`config.mk`:
```
export PLATFORM = sky130hd
export DESIGN_NAME = seq_mult_nxn
export DESIGN_NICKNAME = d
export VERILOG_FILES = /design/src/rtl/seq_mult_nxn.sv
export SDC_FILE = /design/constraint.sdc
export NUM_CORES = 1
export LEC_CHECK = 0
export BUFFER_PORTS_ARGS = -buffer_cell sky130_fd_sc_hd__buf_2
export CAP_MARGIN = 10
export CELL_PAD_IN_SITES_DETAIL_PLACEMENT = 0
export CELL_PAD_IN_SITES_GLOBAL_PLACEMENT = 1
export CORE_MARGIN = 4
export CORE_UTILIZATION = 47
export DETAILED_ROUTE_END_ITERATION = 8
export GPL_TIMING_DRIVEN = 0
export PLACE_DENSITY_LB_ADDON = 0.05
export SYNTH_ARGS = -nofsm -noshare
export SYNTH_HDL_FRONTEND = slang
export SYNTH_SLANG_ARGS = --single-unit
export TNS_END_PERCENT = 50
```
`constraint.sdc`:
```
create_clock -name clk -period 6 [get_ports clk]
set_input_delay 0.3 -clock clk [delete_from_list [all_inputs] [get_ports clk]]
set_output_delay 0.3 -clock clk [all_outputs]
set_load 0.005 [all_outputs]
```
`src/rtl/seq_mult_nxn.sv`:
```
// -----------------------------------------------------------------------------
// seq_mult_nxn
//
// Sequential WIDTH x WIDTH unsigned multiplier. One 4x4 nibble partial
// product is formed per clock, shifted into place and added to a 2*WIDTH-bit
// accumulator. A start/ready/done handshake frames each operation.
//
// Latency: the start edge is E0. The next NIB*NIB edges are CALC edges. product
// and done update on edge E(NIB*NIB+1). ready is high again in the done cycle,
// so a new start may be issued then.
//
// Optional feature (macro SEQ_MULT_SIGNED_EN):
//   Adds the signed_op input, sampled with start. When it is 1, the operands
//   are two's complement. Their magnitudes are multiplied as usual, and the
//   result is negated on the way to product when the operand signs differ.
//   When the macro is undefined, the design is unsigned only and has no
//   signed_op port.
//
// Parameters:
//   WIDTH     operand width in bits; must be a multiple of 4 and >= 4
//
// Ports:
//   clk        rising-edge clock
//   reset      asynchronous, active-high reset
//   start      request a new multiply; sampled only while ready=1
//   signed_op  (SEQ_MULT_SIGNED_EN only) treat operands as two's complement
//   dataa      multiplicand, captured on an accepted start
//   datab      multiplier, captured on an accepted start
//   ready      1 = idle and able to accept start
//   done       one-cycle pulse when product updates
//   product    registered result, held until the next done
// -----------------------------------------------------------------------------
module seq_mult_nxn #(
   parameter int unsigned WIDTH = 8
) (
   input  logic                 clk,
   input  logic                 reset,
   input  logic                 start,
`ifdef SEQ_MULT_SIGNED_EN
   input  logic                 signed_op,
`endif
   input  logic [WIDTH-1:0]     dataa,
   input  logic [WIDTH-1:0]     datab,
   output logic                 ready,
   output logic                 done,
   output logic [2*WIDTH-1:0]   product
);

   localparam int unsigned NIB = WIDTH / 4;
   localparam int unsigned PW  = 2 * WIDTH;
   // Counter width; NIB=1 still needs a one-bit counter.
   localparam int unsigned CW  = (NIB > 1) ? $clog2(NIB) : 1;
   localparam logic [CW-1:0] LAST = CW'(NIB - 1);

   if ((WIDTH < 4) || ((WIDTH % 4) != 0)) begin : g_bad_width
      $error("seq_mult_nxn: WIDTH must be a multiple of 4 and at least 4");
   end

   typedef enum logic [1:0] {
      StIdle,
      StCalc,
      StDone
   } state_t;

   state_t          state;
   logic [WIDTH-1:0] a_q;
   logic [WIDTH-1:0] b_q;
   logic [PW-1:0]    acc;
   logic [CW-1:0]    i_cnt;
   logic [CW-1:0]    j_cnt;

   // Operand values to latch on start: the raw operands, or their magnitudes
   // in the signed build.
   logic [WIDTH-1:0] load_a;
   logic [WIDTH-1:0] load_b;
   logic [PW-1:0]    result;

`ifdef SEQ_MULT_SIGNED_EN
   logic neg_q;
   logic neg_d;

   always_comb begin
      load_a = dataa;
      load_b = datab;
      neg_d  = 1'b0;
      if (signed_op) begin
         // Unary minus keeps WIDTH bits, so -2^(WIDTH-1) maps to its exact
         // unsigned magnitude 2^(WIDTH-1).
         if (dataa[WIDTH-1]) load_a = -dataa;
         if (datab[WIDTH-1]) load_b = -datab;
         neg_d = dataa[WIDTH-1] ^ datab[WIDTH-1];
      end
   end

   assign result = neg_q ? -acc : acc;
`else
   assign load_a = dataa;
   assign load_b = datab;
   assign result = acc;
`endif

   // Current nibble partial product, shifted to its weight 4*(i+j).
   logic [3:0]    a_nib;
   logic [3:0]    b_nib;
   logic [7:0]    pp;
   logic [CW:0]   nib_sum;
   logic [PW-1:0] pp_shift;

   always_comb begin
      a_nib    = a_q[{i_cnt, 2'b00} +: 4];
      b_nib    = b_q[{j_cnt, 2'b00} +: 4];
      pp       = 8'(a_nib) * 8'(b_nib);
      nib_sum  = {1'b0, i_cnt} + {1'b0, j_cnt};
      pp_shift = PW'(pp) << {nib_sum, 2'b00};
   end

   always_ff @(posedge clk or posedge reset) begin
      if (reset) begin
         state   <= StIdle;
         ready   <= 1'b1;
         done    <= 1'b0;
         product <= '0;
         acc     <= '0;
         a_q     <= '0;
         b_q     <= '0;
         i_cnt   <= '0;
         j_cnt   <= '0;
`ifdef SEQ_MULT_SIGNED_EN
         neg_q   <= 1'b0;
`endif
      end else begin
         unique case (state)
            StIdle: begin
               done <= 1'b0;
               if (start) begin
                  a_q   <= load_a;
                  b_q   <= load_b;
                  acc   <= '0;
                  i_cnt <= '0;
                  j_cnt <= '0;
`ifdef SEQ_MULT_SIGNED_EN
                  neg_q <= neg_d;
`endif
                  ready <= 1'b0;
                  state <= StCalc;
               end
            end

            StCalc: begin
               done <= 1'b0;
               acc  <= acc + pp_shift;
               if (i_cnt == LAST) begin
                  i_cnt <= '0;
                  if (j_cnt == LAST) begin
                     state <= StDone;
                  end else begin
                     j_cnt <= j_cnt + 1'b1;
                  end
               end else begin
                  i_cnt <= i_cnt + 1'b1;
               end
            end

            StDone: begin
               product <= result;
               done    <= 1'b1;
               ready   <= 1'b1;
               state   <= StIdle;
            end

            default: begin
               state <= StIdle;
               ready <= 1'b1;
               done  <= 1'b0;
            end
         endcase
      end
   end

endmodule
```
==> metrics.txt <==
FF/Latch Area=0.001353 mm^2; Yosys reg bits=54; core box area=0.006907 mm^2; clk_skew=about 0.0080 ns; Worst Path Buf+Inv=1; Worst EP arrival=5.66 ns; final setup margin=0.5055 ns; slew margin rel.=59.75%; Final Max Tran Viols=0; CTS Root Cell=clkbuf_8; sequential fraction of the synthesis area=between 30% and 40%; Placed Instances=458; share of layout cells above drive strength 1=around 26%; CP max stage cell=dfrtp_1; Post-synth EDFFs=0; Worst Tran Pin Value=0.6028 ns; gp weighted congestion=0.8378; max-cap violations=0; worst slack, placed=roughly 0.32 ns; Critical Path RT=6.16 ns; Most used DFF post-synth=dfrtp_1; clk sinks=54; routed len/inst=~15 um; setup repair after global routing missed its margin=false; hpwl dp=5514 um; yosys warns=0; Top delay family on crit path=compound AO/OA/AOI/OAI gates; DRT Wirelength=between 6000 and 7000 um; Final ANT Viol Nets=0; ant diodes=0; Tmin final=5.494 ns; grt total ovfl=0; DR vias=about 2400; antenna violations before repair=0; gr usage total=between 15 and 20%; Critical R2R Launch=i_cnt; final setup vio count=0; worst skew pair latency=between 0.3 and 0.4 ns; starting DRC count in detailed routing=87; Final nets=between 400 and 500; CTS tree=built; # port buffers=36; CTS max path bufs=2; fin cells=between 400 and 500; die area=0.008693 mm^2; IO Count=37; Synth Instances=~330; r2r setup slk=0.51 ns; Fin Setup TNS=0 ns; vias in the first global route=between 2000 and 2500; fill count=about 680; largest net degree at the start of global routing=29; Starting Density=49.44%; Worst R2R Path Depth=20; Final Hold Viols=0; critical path type=reg -> reg; footprint of the multi-input gates=0.001946 mm^2; critical path launch point type=register; clk slew on worst S/H paths=0.10 ns; asr flop ratio synth=100.0%; Achievable Freq=182.0 MHz; crit-path cells=mux2i_1 > or2_2 > fa_1 > inv_1 > fa_1 > ha_1 > a21oi_1 > nor2_1 > o31ai_1 > nand2_1 > mux2i_1 > nor2b_1 > ha_1 > a21o_1 > a21o_1 > a221oi_2 > o211ai_1 > a21oi_1 > xor2_1 > o22ai_1; CTS buffer count=5; H-tree levels=2; DRC Markers=0; smallest hold slack=0.04513 ns; Die H=93.24 um; Via density=5.278; drt first pass iters=4; Resized Gates After CTS=0; HP Class=in -> async; crit end category=register; syn nets=377; fin crit share=91.57%; Post-CTS Repair Setup Buffers=0; Netlist cell types=45; first-pass GRT wire length=roughly 12000 um; syn avg cell area=10.51 um^2; num rows=30; reg2reg end=acc[12]; Synth-to-Final Area Change=11.69%; max incr delay on CP=just under 0.6 ns; CP Max Fanout=9; chip width=93.24 um; Syn Std Cell Area=0.003415 mm^2; outcome=finished, final reports clean; hold buffer count at CTS=0
-- cell type report --
class,count,share of cell area [%]
Multi-Input combinational cell,246,51.02
Clock inverter,2,0.3609
Buffer,11,1.673
Clock buffer,6,1.903
Tap cell,96,3.150
Inverter,12,1.181
Sequential cell,54,35.47
Timing Repair Buffer,37,5.249
-- synthesized netlist by cell type, types with 2 or more instances --
library cell / instances / share of area (%)
ha_1: 28 / 10
nand2_1: 27 / 3.0
o31ai_1: 2 / 0.44
nand3_1: 2 / 0.29
clkbuf_1: 7 / 0.77
a22o_1: 2 / 0.51
o211ai_1: 2 / 0.44
nand2b_1: 5 / 0.92
nor2b_1: 9 / 1.6
a211oi_1: 2 / 0.44
o21ai_1: 5 / 0.73
a21oi_2: 2 / 0.51
mux2_2: 33 / 11
fa_1: 5 / 2.9
nor3_1: 2 / 0.29
mux2i_1: 11 / 3.2
o21bai_1: 3 / 0.66
clkbuf_8: 2 / 0.81
buf_2: 2 / 0.29
nor2_1: 23 / 2.5
nor3b_1: 2 / 0.44
o22ai_1: 13 / 2.4
a21oi_1: 16 / 2.3
inv_1: 12 / 1.3
buf_1: 2 / 0.22
xor2_1: 7 / 1.8
dfrtp_1: 53 / 39
o21ai_0: 10 / 1.5
a21o_1: 10 / 2.2
or2_2: 5 / 0.92
xnor2_1: 7 / 1.8
-- state kept, by name (all words and copies together), names as in the netlist --
name and count:
a_q 8, done 1, b_q 8, j_cnt 1
product 16, state 2, ready 1, i_cnt 1
acc 16
-- worst max-delay path by stage --
stage              end  cells after the start   from
4_1_cts        acc[12]                     21  i_cnt
6_report       acc[12]                     20  i_cnt
3_5_place_dp   acc[12]                     21  i_cnt
2_1_floorplan  acc[14]                     21  i_cnt
5_1_grt        acc[15]                     21  i_cnt
3_3_place_gp   acc[12]                     21  i_cnt
-- per-layer routing --
metal  global-route usage (%)  vias to the layer above  wire (um)
met4                    3.663                        0         78
met5                        0                        -          0
met1                    25.73                     1150       3512
met3                    2.816                        8        275
met2                    25.73                       46       3119
li1                         -                     1245          -
-- placed cells by master, fill, tap and decap left out, types with 2 or more instances in the layout --
master,Yosys,layout
a211oi_1,2,2
a21o_1,10,10
a21oi_1,16,16
a21oi_2,2,2
a22o_1,2,2
buf_1,2,2
buf_2,2,38
clkbuf_1,7,6
clkbuf_8,2,7
dfrtp_1,53,53
fa_1,5,5
ha_1,28,28
inv_1,12,11
mux2_2,33,33
mux2i_1,11,11
nand2_1,27,27
nand2b_1,5,5
nand3_1,2,2
nor2_1,23,23
nor2b_1,9,9
nor3_1,2,2
nor3b_1,2,2
o211ai_1,2,2
o21ai_0,10,10
o21ai_1,5,5
o21bai_1,3,3
o22ai_1,13,13
o31ai_1,2,2
or2_2,5,5
xnor2_1,7,7
xor2_1,7,7
-- cells by family (layout without fill, tap and decap cells) --
family / count (synthesis) / count (layout) / share of synthesized area (%)
compound gates: 75 / 75 / 14.88
mux: 44 / 44 / 14.11
buf+inv: 25 / 68 / 3.408
xor+xnor: 14 / 14 / 3.591
simple gates: 80 / 80 / 11.21
fa+ha+maj: 33 / 33 / 13.19
flops: 54 / 54 / 39.61
-- stage by stage --
step	cell area (um^2)	utilization, %
3_5_place_dp	3735	54.08
4_1_cts	3821	55.33
6_report	3814	55.22
3_3_place_gp	3715	53.79
2_1_floorplan	3415	-
5_1_grt	3814	55.22
Power is left out: the tool's default activity adds up to more than one toggle a clock period on the data nets, which glitch-free logic cannot reach.
